File: src/rtl/lsh_pkg.sv
// rtl/lsh_pkg.sv - shared types and constants for the k-mer hashing / LSH path
package lsh_pkg;

    typedef logic [1:0] base_t;

    localparam logic [31:0] HASH_MULT = 32'h9E3779B1;

    typedef enum logic [1:0] {
        IDLE,
        RUN,
        DRAIN
    } state_t;

endpackage

File: src/rtl/kmer_hash.sv
// rtl/kmer_hash.sv - combinational multiplicative hash of one packed k-mer
// h = top HASH_BITS of (kmer * HASH_MULT) mod 2^(2*KMER_SIZE)
module kmer_hash
    import lsh_pkg::*;
#(
    parameter int KMER_SIZE = 16,
    parameter int HASH_BITS = 16
) (
    input  logic [2*KMER_SIZE-1:0] kmer_i,
    output logic [HASH_BITS-1:0]   hash_o
);

    localparam int KW = 2 * KMER_SIZE;
    localparam logic [KW-1:0] MULT = KW'(HASH_MULT);

    // The product is taken modulo 2^KW by its self-determined width before the shift.
    assign hash_o = HASH_BITS'((kmer_i * MULT) >> (KW - HASH_BITS));

endmodule

File: src/rtl/kmer_hash_engine.sv
// rtl/kmer_hash_engine.sv - walks every k-mer of a captured window, one hash per valid/ready beat
module kmer_hash_engine
    import lsh_pkg::*;
#(
    parameter int WINDOW_SIZE = 128,
    parameter int KMER_SIZE   = 16,
    parameter int HASH_BITS   = 16,
    parameter int WINDOW_ID_W = 1,
    localparam int NUM_KMERS  = WINDOW_SIZE - KMER_SIZE + 1,
    localparam int IDX_W      = (NUM_KMERS > 1) ? $clog2(NUM_KMERS) : 1
) (
    input  logic                   clk_i,
    input  logic                   rst_i,
    input  base_t                  window_i [0:WINDOW_SIZE-1],
    input  logic [WINDOW_ID_W-1:0] window_id_i,
    input  logic                   is_insert_i,
    input  logic                   ready_for_hashing_i,
    input  logic                   window_reset_i,
    output logic                   window_ready_o,
    output logic                   hashing_is_done_o,
    output logic                   hash_valid_o,
    input  logic                   hash_ready_i,
    output logic [HASH_BITS-1:0]   hash_value_o,
    output logic [IDX_W-1:0]       hash_kmer_idx_o,
    output logic [WINDOW_ID_W-1:0] hash_window_id_o,
    output logic                   hash_is_insert_o
);

    localparam int KW = 2 * KMER_SIZE;
    localparam int WW = 2 * WINDOW_SIZE;
    localparam logic [IDX_W-1:0] LAST_IDX = IDX_W'(NUM_KMERS - 1);

    state_t                 state_q;
    logic [KW-1:0]          kmer_q;
    logic [WW-1:0]          tail_q;
    logic [IDX_W-1:0]       idx_q;
    logic [WINDOW_ID_W-1:0] id_q;
    logic                   ins_q;

    logic                   window_ready_q;
    logic                   done_q;
    logic                   valid_q;
    logic [HASH_BITS-1:0]   hash_q;
    logic [IDX_W-1:0]       out_idx_q;
    logic [WINDOW_ID_W-1:0] out_id_q;
    logic                   out_ins_q;

    logic [WW-1:0]          win_flat;
    logic [KW-1:0]          kmer_d;
    logic [HASH_BITS-1:0]   hash_d;
    logic                   issue;

    // window[0] lands in the MSBs so the first KW bits are k-mer 0.
    always_comb begin
        win_flat = '0;
        for (int j = 0; j < WINDOW_SIZE; j++) begin
            win_flat[WW-1-2*j -: 2] = window_i[j];
        end
    end

    // tail_q holds the not-yet-consumed bases, MSB-aligned; zeros once exhausted.
    assign kmer_d = (kmer_q << 2) | KW'(tail_q[WW-1 -: 2]);
    assign issue  = (state_q == RUN) && (!valid_q || hash_ready_i);

    kmer_hash #(
        .KMER_SIZE (KMER_SIZE),
        .HASH_BITS (HASH_BITS)
    ) u_kmer_hash (
        .kmer_i (kmer_q),
        .hash_o (hash_d)
    );

    always_ff @(posedge clk_i) begin
        if (rst_i) begin
            state_q        <= IDLE;
            kmer_q         <= '0;
            tail_q         <= '0;
            idx_q          <= '0;
            id_q           <= '0;
            ins_q          <= 1'b0;
            window_ready_q <= 1'b0;
            done_q         <= 1'b0;
            valid_q        <= 1'b0;
            hash_q         <= '0;
            out_idx_q      <= '0;
            out_id_q       <= '0;
            out_ins_q      <= 1'b0;
        end else begin
            done_q <= 1'b0;
            if (window_reset_i) begin
                state_q <= IDLE;
                valid_q <= 1'b0;
            end else begin
                case (state_q)
                    IDLE: begin
                        window_ready_q <= 1'b1;
                        if (ready_for_hashing_i && window_ready_q) begin
                            kmer_q         <= win_flat[WW-1 -: KW];
                            tail_q         <= win_flat << KW;
                            idx_q          <= '0;
                            id_q           <= window_id_i;
                            ins_q          <= is_insert_i;
                            window_ready_q <= 1'b0;
                            state_q        <= RUN;
                        end
                    end
                    RUN: begin
                        if (issue) begin
                            hash_q    <= hash_d;
                            out_idx_q <= idx_q;
                            out_id_q  <= id_q;
                            out_ins_q <= ins_q;
                            valid_q   <= 1'b1;
                            kmer_q    <= kmer_d;
                            tail_q    <= tail_q << 2;
                            idx_q     <= idx_q + IDX_W'(1);
                            if (idx_q == LAST_IDX) begin
                                state_q <= DRAIN;
                            end
                        end
                    end
                    DRAIN: begin
                        if (valid_q && hash_ready_i) begin
                            valid_q <= 1'b0;
                            done_q  <= 1'b1;
                            state_q <= IDLE;
                        end
                    end
                    default: state_q <= IDLE;
                endcase
            end
        end
    end

    assign window_ready_o    = window_ready_q;
    assign hashing_is_done_o = done_q;
    assign hash_valid_o      = valid_q;
    assign hash_value_o      = hash_q;
    assign hash_kmer_idx_o   = out_idx_q;
    assign hash_window_id_o  = out_id_q;
    assign hash_is_insert_o  = out_ins_q;

endmodule

File: config.mk
export PLATFORM = sky130hd
export DESIGN_NAME = kmer_hash_engine
export DESIGN_NICKNAME = d
export VERILOG_FILES = /design/src/rtl/lsh_pkg.sv /design/src/rtl/kmer_hash.sv /design/src/rtl/kmer_hash_engine.sv
export SDC_FILE = /design/constraint.sdc
export NUM_CORES = 1
export LEC_CHECK = 0
export CAP_MARGIN = 20
export CORE_MARGIN = 5
export CORE_UTILIZATION = 43
export DETAILED_ROUTE_END_ITERATION = 6
export MAX_ROUTING_LAYER = met4
export PLACE_DENSITY = 0.77
export SYNTH_ARGS = -nofsm -noshare
export SYNTH_HDL_FRONTEND = slang
export SYNTH_SLANG_ARGS = --single-unit
File: constraint.sdc
create_clock -name clk_i -period 8.4 [get_ports clk_i]
set_clock_uncertainty 0.2 [all_clocks]
set_input_delay 2.52 -clock clk_i [delete_from_list [all_inputs] [get_ports clk_i]]
set_output_delay 2.52 -clock clk_i [all_outputs]
set_load 0.02 [all_outputs]
==> key figures, run 1 <==
Yosys
  • FF+latch count, synth: 295
  • Mean Syn Cell Area: 8.55 sq um
  • Post-synthesis mux area share: 0.192%
  • Post-synthesis compound-gate area fraction: 13.0%
  • Simple-Gate Fraction of Synth Area: 16.3%
  • Synth Instances: 2436
  • Post-synth EDFFs: 0
  • Share of the synthesized area in the top cell type: 28.4%
  • Post-Synth Adder-Cell Area: 30.7%
  • Post-synthesis cell area: 20800 sq um
  • Largest family of logic cells by synthesized area: adder cells
  • Synth Area in XOR/XNOR: 2.23%
  • Ranking of synthesized cells by area: dfxtp_1 (28%), fa_1 (20%), ha_1 (11%), a311oi_1 (11%), nand2_1 (10%)
  • Register area share after synthesis: 28.4%
  • Synth area leader: dfxtp_1
  • Syn nets: 3088
  • Synth Flop Type: dfxtp_1
  • Synth Warn #: 0
  • Ys async rst share: 0%
  • Post-synth cell types: 48

Clock tree
  • CTS H-tree lvls: 2
  • Clock Latency Late Sink: 0.55 ns
  • Post-CTS setup buffers: 0
  • CTS Root Cell: clkbuf_16
  • Worst-path clk slew: 0.07 ns
  • Post_cts resized: 0
  • CTS tree: done
  • CTS Buffer Depth: 3
  • Sink Count: 295
  • Total CTS buffers: 34
  • Hold buffers post-CTS: 0

Critical path
  • Worst Setup Start Kind: flop
  • CP max-delay cell: dfxtp_1
  • CP Data Arrival Time: 7.44 ns
  • Maximum fanout along the worst path: 11
  • CP top delay family: adder cells
  • Critical setup path kind: flop to flop
  • CP Capture Type: flop
  • CP Data Required Time: 8.59 ns
  • Critical Path Max Stage Delay: 0.68 ns
  • CP Buf/Inv Count: 8

Detailed routing
  • Pre-Repair DR Iteration Count: 5
  • DR vias: 17400
  • DRC violations left: 0
  • Post-DR vias/cell: 5.30
  • Final Routed Wirelength: 59900 microns
  • Antenna Violating Nets Remaining: 0
  • Wire length per cell: 18.3 microns
  • Initial drt markers: 1361

STA
  • Tmin final: 7.25 ns
  • Slew HR: 31.7%
  • Final setup vio count: 0
  • Slew @ Worst Pin: 1.02 ns
  • Hold Fails Final Rpt: 0
  • Setup TNS: 0 ns
  • Fmax: 138 MHz
  • Setup ws final: 1.15 ns
  • Final Cycle Share: 86.3%
  • WHS: 0.253 ns
  • RSZ-0062 raised after global routing: no
  • Slew Viols, Final: 0

Power and ir drop
  • Pwr Density: 214 nW/um^2
  • Switch Pwr: 2.01 mW
  • Sequential Power Share: 28.8%
  • Sw Share: 37.5%
  • Int Pwr: 3.36 mW
  • Leak pwr: 10.8 nW
  • Clock network power share: 27.3%
  • Max IR drop VDD: 0.000139 V
  • Combinational share of power: 44.0%

Finish
  • Area delta synth->final: 20.7%
  • Share of layout cells above drive strength 1: 3.17%
  • Most frequent cells in the layout: nand2_1 (562), inv_1 (336), dfxtp_1 (295)
  • Fill count: 4313
  • Commonest non-fill, non-tap cell in the layout: nand2_1
  • Final non-filler cell total: 3281
  • Final net count: 3278
  • Storage element area: 5910 sq um
  • Footprint of the multi-input gates: 13000 sq um

Floorplanning
  • Initial Utilization: 43.5%
  • Chip height: 230 microns
  • Die width: 230 microns
  • Placeable core region: 47800 sq um
  • Die area: 52900 sq um
  • Rows: 80
  • # IOs: 291

Global routing
  • Largest net degree at the start of global routing: 206
  • First-pass GRT wire length: 95600 microns
  • Initial antenna violation count: 14
  • GR Util All Layers: 23.0%
  • Total gr overflow: 0
  • Vias in the first global route: 17900

Place
  • Post-Place Cells: 3205
  • Placement Setup Slack: 1.18 ns
  • Port Buffers: 290
  • Final RePlAce weighted congestion: 0.950
  • Post-DP HPWL: 46500 microns

Status
  • Status: completed

Hold path
  • Worst min path class: flop to flop

Run
  • Max_cap viols: 0
metal layers:
metal  vias to the layer above  track usage, %  part of all wire, %
met5                         -               -                    0
met4                         0            6.82                  2.8
met3                       112            5.86                  6.9
met2                       481            37.1                   48
met1                      8433            28.7                   42
li1                       8363               -                    -
power groups by stage:
stage                     clock (mW)  combinational (mW)  sequential [mW]
after floorplan                    0                1.70             1.56
after global placement             0                2.32             1.57
after detailed placement           0                2.38             1.58
after CTS                       1.49                2.39             1.55
after global routing            1.55                2.73             1.56
final                           1.47                2.36             1.55
flip-flops by register name, indices dropped and copies added (netlist names):
register and count:
hashing_is_done_o 1, hash_value_o 16, state_q 2, kmer_q 32
id_q 1, hash_kmer_idx_o 7, window_ready_o 1, hash_is_insert_o 1
hash_window_id_o 1, tail_q 224, idx_q 7, ins_q 1
hash_valid_o 1
cell type report:
cell class | instances | area share (%)
timing repair buffer | 307 | 12.2
antenna | 16 | 0.159
clock inverter | 13 | 0.468
sequential | 295 | 23.5
tap | 615 | 3.06
clock buffer | 47 | 3.86
multi-input combinational | 1652 | 51.8
inverter | 336 | 5.02
tightest hold or removal path: stages (launching register included):
cell	delay, ns
dfxtp_1	0.31
nand2_1	0.05
a21oi_1	0.05
Yosys cell counts, types with 8 or more instances:
| cell type | n |
|---|---|
| a311oi_1 | 254 |
| fa_1 | 203 |
| nand2_1 | 562 |
| clkbuf_1 | 93 |
| xnor2_1 | 42 |
| xor2_1 | 11 |
| a21oi_1 | 41 |
| inv_1 | 336 |
| buf_2 | 56 |
| nor2_1 | 276 |
| ha_1 | 186 |
| o21ai_0 | 8 |
| dfxtp_1 | 295 |
cell families (layout without fill, tap and decap cells):
| group | after synthesis | count (layout) |
|---|---|---|
| muxes | 4 | 4 |
| adders and majority gates | 389 | 389 |
| AOI/OAI and AO/OA | 331 | 331 |
| and+or+nand+nor | 875 | 875 |
| DFF | 295 | 295 |
| other | 0 | 16 |
| xor gates and xnor gates | 53 | 53 |
| buffers and inverters | 489 | 703 |
worst paths after layout:
check | startpoint | endpoint | slack, ns | cells after the start
worst max-delay path | kmer_q[5] | hash_value_o[14] | 1.15 | 25
worst min-delay path | hash_value_o[7] | hash_value_o[7] | 0.25 | 2
worst max register to register | kmer_q[5] | hash_value_o[14] | 1.15 | 25
worst min register to register | hash_value_o[7] | hash_value_o[7] | 0.25 | 2
through the flow:
step	area [sq um]	util, %	total power [mW]
finish	25100	52.5	5.38
global route	25100	52.5	5.83
CTS	25100	52.5	5.43
detailed placement	24000	50.2	3.96
global placement	24000	50.2	3.89
floorplan	20800	-	3.26
No activity file was read; power rests on OpenSTA's default activity.
==> run 2: changes to the inputs <==
--- a/config.mk
+++ b/config.mk
@@ -6,7 +6,6 @@
 export NUM_CORES = 1
 export LEC_CHECK = 0
 export CAP_MARGIN = 20
-export CORE_MARGIN = 5
 export CORE_UTILIZATION = 43
 export DETAILED_ROUTE_END_ITERATION = 6
 export MAX_ROUTING_LAYER = met4
==> run 2 against run 1 <==
Against the previous run:
- design area rose by 0.40%
- power grew 2.3%
- count of clock-buffer cells in the layout rose by 6
- register-to-register slack improved by 0.02 ns
- critical path depth is 3 lower
- sequential share of layout area decreased by 0.094 points
- via count grew 0.26%
- routed wire length is 0.83% lower
- non-clock buffer count unchanged
- sequential power hardly changed
- global-route usage increased by 1.8 points
- cell count is 0.21% lower
==> key figures, run 2 (synthesis gave the netlist of run 1 again) <==
Status
  • Status: completed

Floorplanning
  • Placeable core region: 47700 sq um
  • Die width: 222 microns
  • # IOs: 291
  • Die area: 49300 sq um
  • Initial Utilization: 43.6%
  • Chip height: 222 microns
  • Rows: 80

Critical path
  • Critical Path Max Stage Delay: 0.70 ns
  • CP Data Arrival Time: 7.43 ns
  • Cell depth of the worst flop-to-flop path: 22
  • Internal reg-to-reg setup slack: 1.17 ns
  • CP max-delay cell: dfxtp_1
  • R2r startpoint: kmer_q[12]
  • Most used cell, CP: fa_1
  • Worst R2R End: hash_value_o[14]
  • Maximum fanout along the worst path: 9
  • CP Capture Type: flop
  • Critical path startpoint: kmer_q[12]
  • Critical Path, Cell by Cell: inv_1 -> fa_1 -> fa_1 -> fa_1 -> inv_1 -> fa_1 -> fa_1 -> fa_1 -> fa_1 -> inv_1 -> fa_1 -> inv_1 -> ha_1 -> a21o_1 -> a21o_1 -> a21oi_1 -> nor2_1 -> a21oi_1 -> o211ai_2 -> nand2_1 -> mux2i_1 -> a21oi_1
  • Critical Path End: hash_value_o[14]
  • Critical setup path kind: flop to flop
  • CP Data Required Time: 8.60 ns
  • Worst Setup Start Kind: flop

Power and ir drop
  • Sequential Power Share: 28.1%
  • Pwr Density: 218 nW/um^2
  • Int Pwr: 3.43 mW
  • Max IR drop VDD: 0.000139 V
  • Combinational share of power: 43.7%
  • Clock network power share: 28.2%
  • Leak pwr: 10.9 nW
  • Switch Pwr: 2.07 mW
  • Final Power: 5.50 mW
  • Sw Share: 37.6%

Detailed routing
  • Final Routed Wirelength: 59400 microns
  • Antenna Violating Nets Remaining: 0
  • Post-DR vias/cell: 5.33
  • DR vias: 17400
  • Pre-Repair DR Iteration Count: 5
  • Wire length per cell: 18.1 microns
  • Initial drt markers: 1067
  • DRC violations left: 0

Finish
  • Most flop-heavy register: tail_q
  • Most frequent cells in the layout: nand2_1 (562), inv_1 (336), dfxtp_1 (295)
  • Area delta synth->final: 21.2%
  • Share of layout cells above drive strength 1: 3.24%
  • Commonest non-fill, non-tap cell in the layout: nand2_1
  • Fill count: 4186
  • Final Cell Area: 25200 sq um
  • Final net count: 3279
  • Final Core Density: 52.9%
  • Max reg flops: 224
  • Final non-filler cell total: 3274

Clock tree
  • CTS Buffer Depth: 3
  • CTS tree: done
  • Post_cts resized: 0
  • Worst-path clk slew: 0.07 ns
  • Hold buffers post-CTS: 0
  • CTS Root Cell: clkbuf_16
  • CTS H-tree lvls: 2
  • Sink Count: 295
  • Total CTS buffers: 35
  • Clock Latency Late Sink: 0.56 ns
  • Post-CTS setup buffers: 0

STA
  • Final Cycle Share: 86.1%
  • Setup ws final: 1.17 ns
  • Slew Viols, Final: 0
  • Hold Fails Final Rpt: 0
  • Tmin final: 7.23 ns
  • Slew HR: 26.0%
  • Slew @ Worst Pin: 1.11 ns
  • Fmax: 138 MHz
  • RSZ-0062 raised after global routing: no
  • Setup TNS: 0 ns
  • WHS: 0.253 ns
  • Final setup vio count: 0

Place
  • Placed cell area: 24100 sq um
  • Placement Setup Slack: 1.21 ns
  • Post-DP HPWL: 45400 microns
  • Port Buffers: 290
  • Post-Place Cells: 3205
  • Final RePlAce weighted congestion: 0.971

Global routing
  • First-pass GRT wire length: 94100 microns
  • Initial antenna violation count: 7
  • GR Util All Layers: 24.8%
  • Largest net degree at the start of global routing: 214
  • Total gr overflow: 0
  • Vias in the first global route: 17600

Run
  • Max_cap viols: 0

Hold path
  • Worst min path class: flop to flop
==> run 2: cell count changes in the layout (fill, tap and decap cells not counted), moves of 2 or more <==
| cell | delta |
|---|---|
| clkinv_2 | -5 |
| buf_12 | +3 |
| clkbuf_8 | +6 |
| clkinvlp_4 | -2 |
| buf_4 | -3 |
| diode_2 | -9 |
==> run 2: how the worst min path moves through the flow <==
stage	from	to	slack [ns]	cells past startpoint
floorplan	ins_q	hash_is_insert_o	0.23	2
global placement	hash_value_o[5]	hash_value_o[5]	0.24	2
detailed placement	hash_value_o[4]	hash_value_o[4]	0.25	2
CTS	hash_window_id_o	hash_window_id_o	0.26	2
global route	hash_kmer_idx_o[6]	hash_kmer_idx_o[6]	0.28	2
finish	hash_value_o[7]	hash_value_o[7]	0.25	2
==> run 2: layer usage <==
layer	global-route usage [%]	vias up	part of all wire [%]
met5	-	-	0
met4	6.45	0	2.1
met3	5.86	89	7.3
met2	40.2	506	48
met1	31.0	8479	43
li1	-	8361	-
==> run 2: area by class of cell <==
cell class,instances,area (sq um),share of cell area (%)
Antenna cell,7,17.5,0.0694
Clock buffer,53,1050,4.17
Clock inverter,9,121,0.481
Inverter,336,1260,5.00
Multi-Input combinational cell,1652,13000,51.6
Sequential cell,295,5910,23.4
Tap cell,615,769,3.05
Timing Repair Buffer,307,3100,12.3
==> run 2: worst max-delay path: cells and delay by family (launching register included) <==
| family | cells | cell delay, ns |
|---|---|---|
| fa+ha+maj | 9 | 4.29 |
| mux | 1 | 0.21 |
| buf+inv | 4 | 0.47 |
| flops | 1 | 0.70 |
| simple gates | 2 | 0.17 |
| compound gates | 6 | 1.06 |
==> run 2: power groups by stage <==
| stage | Combinational, mW | Sequential (mW) | Clock [mW] |
|---|---|---|---|
| 2_1_floorplan | 1.70 | 1.56 | 0 |
| 3_3_place_gp | 2.35 | 1.57 | 0 |
| 3_5_place_dp | 2.42 | 1.58 | 0 |
| 4_1_cts | 2.43 | 1.55 | 1.58 |
| 5_1_grt | 2.74 | 1.56 | 1.64 |
| 6_report | 2.41 | 1.55 | 1.55 |
==> run 3: changes to the inputs <==
--- a/config.mk
+++ b/config.mk
@@ -6,6 +6,7 @@
 export NUM_CORES = 1
 export LEC_CHECK = 0
 export CAP_MARGIN = 20
+export CORE_MARGIN = 2
 export CORE_UTILIZATION = 43
 export DETAILED_ROUTE_END_ITERATION = 6
 export MAX_ROUTING_LAYER = met4
==> run 3 against run 2 <==
Against the previous run:
- largest cell class unchanged
- largest power group unchanged
- non-clock buffer count rose by 1
- sequential power barely moved
- maximum frequency rose by 0.51%
- setup slack improved by 0.037 ns
==> key figures, run 3 (synthesis gave the netlist of run 1 again) <==
Status
  • Status: completed

Floorplanning
  • Die width: 224 microns
  • Die area: 50200 sq um
  • Rows: 80
  • # IOs: 291
  • Chip height: 224 microns
  • Placeable core region: 47700 sq um
  • Initial Utilization: 43.6%

Critical path
  • Critical Path Max Stage Delay: 0.66 ns
  • Critical Path, Cell by Cell: inv_1 -> fa_1 -> inv_1 -> fa_1 -> inv_1 -> fa_1 -> fa_1 -> inv_1 -> fa_1 -> inv_1 -> fa_1 -> fa_1 -> fa_1 -> inv_1 -> ha_1 -> a21oi_1 -> o21ai_0 -> nor2_1 -> o211ai_2 -> a31o_2 -> a21oi_1 -> xnor2_1 -> nand2_1 -> a21oi_1
  • Most used cell, CP: fa_1
  • Worst R2R End: hash_value_o[10]
  • Internal reg-to-reg setup slack: 1.20 ns
  • Maximum fanout along the worst path: 9
  • CP Capture Type: flop
  • Critical setup path kind: flop to flop
  • CP Buf/Inv Count: 6
  • CP Data Arrival Time: 7.44 ns
  • CP top delay family: adder cells
  • R2r startpoint: kmer_q[8]
  • Worst Setup Start Kind: flop
  • Cell depth of the worst flop-to-flop path: 24
  • CP Data Required Time: 8.65 ns
  • CP max-delay cell: dfxtp_1

Finish
  • Final Cell Area: 25200 sq um
  • Share of layout cells above drive strength 1: 3.13%
  • Max reg flops: 224
  • Most frequent cells in the layout: nand2_1 (562), inv_1 (336), dfxtp_1 (295)
  • Fill count: 4220
  • Final net count: 3279
  • Most flop-heavy register: tail_q
  • Area delta synth->final: 20.9%
  • Final Core Density: 52.7%
  • Commonest non-fill, non-tap cell in the layout: nand2_1

Global routing
  • Vias in the first global route: 17300
  • First-pass GRT wire length: 92900 microns
  • Initial antenna violation count: 7
  • Total gr overflow: 0
  • GR Util All Layers: 24.3%
  • Largest net degree at the start of global routing: 156

Hold path
  • Worst min path class: flop to flop
  • Worst hold start: hash_value_o[2]
  • Hold EP: hash_value_o[2]
  • Hold depth: 2

Clock tree
  • CTS Root Cell: clkbuf_16
  • Worst-path clk slew: 0.06 ns
  • Post-CTS setup buffers: 0
  • Total CTS buffers: 34
  • Clock Latency Late Sink: 0.55 ns
  • CTS H-tree lvls: 2
  • Post_cts resized: 0
  • CTS Buffer Depth: 3
  • Hold buffers post-CTS: 0
  • CTS tree: done
  • Sink Count: 295

Power and ir drop
  • Max IR drop VDD: 0.000140 V
  • Leak pwr: 10.9 nW
  • Pwr Density: 215 nW/um^2

Detailed routing
  • DRC violations left: 0
  • Antenna Violating Nets Remaining: 0
  • DR vias: 17500
  • Post-DR vias/cell: 5.35
  • Pre-Repair DR Iteration Count: 6
  • Final Routed Wirelength: 59500 microns
  • Wire length per cell: 18.2 microns
  • Initial drt markers: 1317

STA
  • Tmin final: 7.20 ns
  • RSZ-0062 raised after global routing: no
  • Final Cycle Share: 85.7%
  • Slew HR: 29.2%
  • Slew @ Worst Pin: 1.06 ns
  • Hold Fails Final Rpt: 0
  • WHS: 0.247 ns
  • Fmax: 139 MHz
  • Setup TNS: 0 ns
  • Slew Viols, Final: 0
  • Final setup vio count: 0

Place
  • Final RePlAce weighted congestion: 0.961
  • Post-DP HPWL: 45800 microns
  • Placed cell area: 24000 sq um
  • Port Buffers: 290

Run
  • Max_cap viols: 0
## run 3: cell count changes in the layout (fill, tap and decap cells not counted), sizes merged
cell,before,now
clkbuf,54,51
buf,17,18
inv,339,340
## run 3: routing by layer
metal	vias up	global-route usage, %	share of wire (%)
met1	8445	30.7	42
li1	8357	-	-
met3	97	5.67	7.9
met4	0	7.25	2.6
met2	613	38.9	47
met5	-	-	0
## run 3: how the worst max path moves through the flow
stage,cells after the start,start,slack [ns],end
2_1_floorplan,25,kmer_q[5],1.85,hash_value_o[14]
3_3_place_gp,25,kmer_q[4],1.39,hash_value_o[14]
3_5_place_dp,25,kmer_q[4],1.21,hash_value_o[14]
4_1_cts,24,kmer_q[8],1.23,hash_value_o[10]
5_1_grt,24,kmer_q[8],0.82,hash_value_o[10]
6_report,24,kmer_q[8],1.20,hash_value_o[10]
## run 3: metrics by stage
stage	power (mW)	cells	worst slack [ns]
global route	5.85	3273	0.821
CTS	5.46	3264	1.23
finish	5.41	3273	1.20
floorplan	3.26	2436	1.85
global placement	3.90	3204	1.39
detailed placement	3.98	3204	1.21
## run 3: where the power goes
group | internal (mW) | leakage [nW] | switching, mW
Clock | 0.859 | 0.542 | 0.614
Combinational | 1.04 | 7.91 | 1.34
Sequential | 1.48 | 2.40 | 0.0695
## run 3: cell type report
class | instances | area [sq um] | area share [%]
Multi-Input combinational cell | 1652 | 13000 | 51.7
Timing Repair Buffer | 308 | 3110 | 12.4
Inverter | 336 | 1260 | 5.01
Sequential cell | 295 | 5910 | 23.5
Clock inverter | 10 | 105 | 0.417
Clock buffer | 50 | 992 | 3.94
Antenna cell | 7 | 17.5 | 0.0696
Tap cell | 615 | 769 | 3.06
## run 3: tightest hold or removal path, cell delays in order, from the launching register on
cell and delay [ns]:
dfxtp_1 0.30, nand2_1 0.05, a21oi_1 0.05
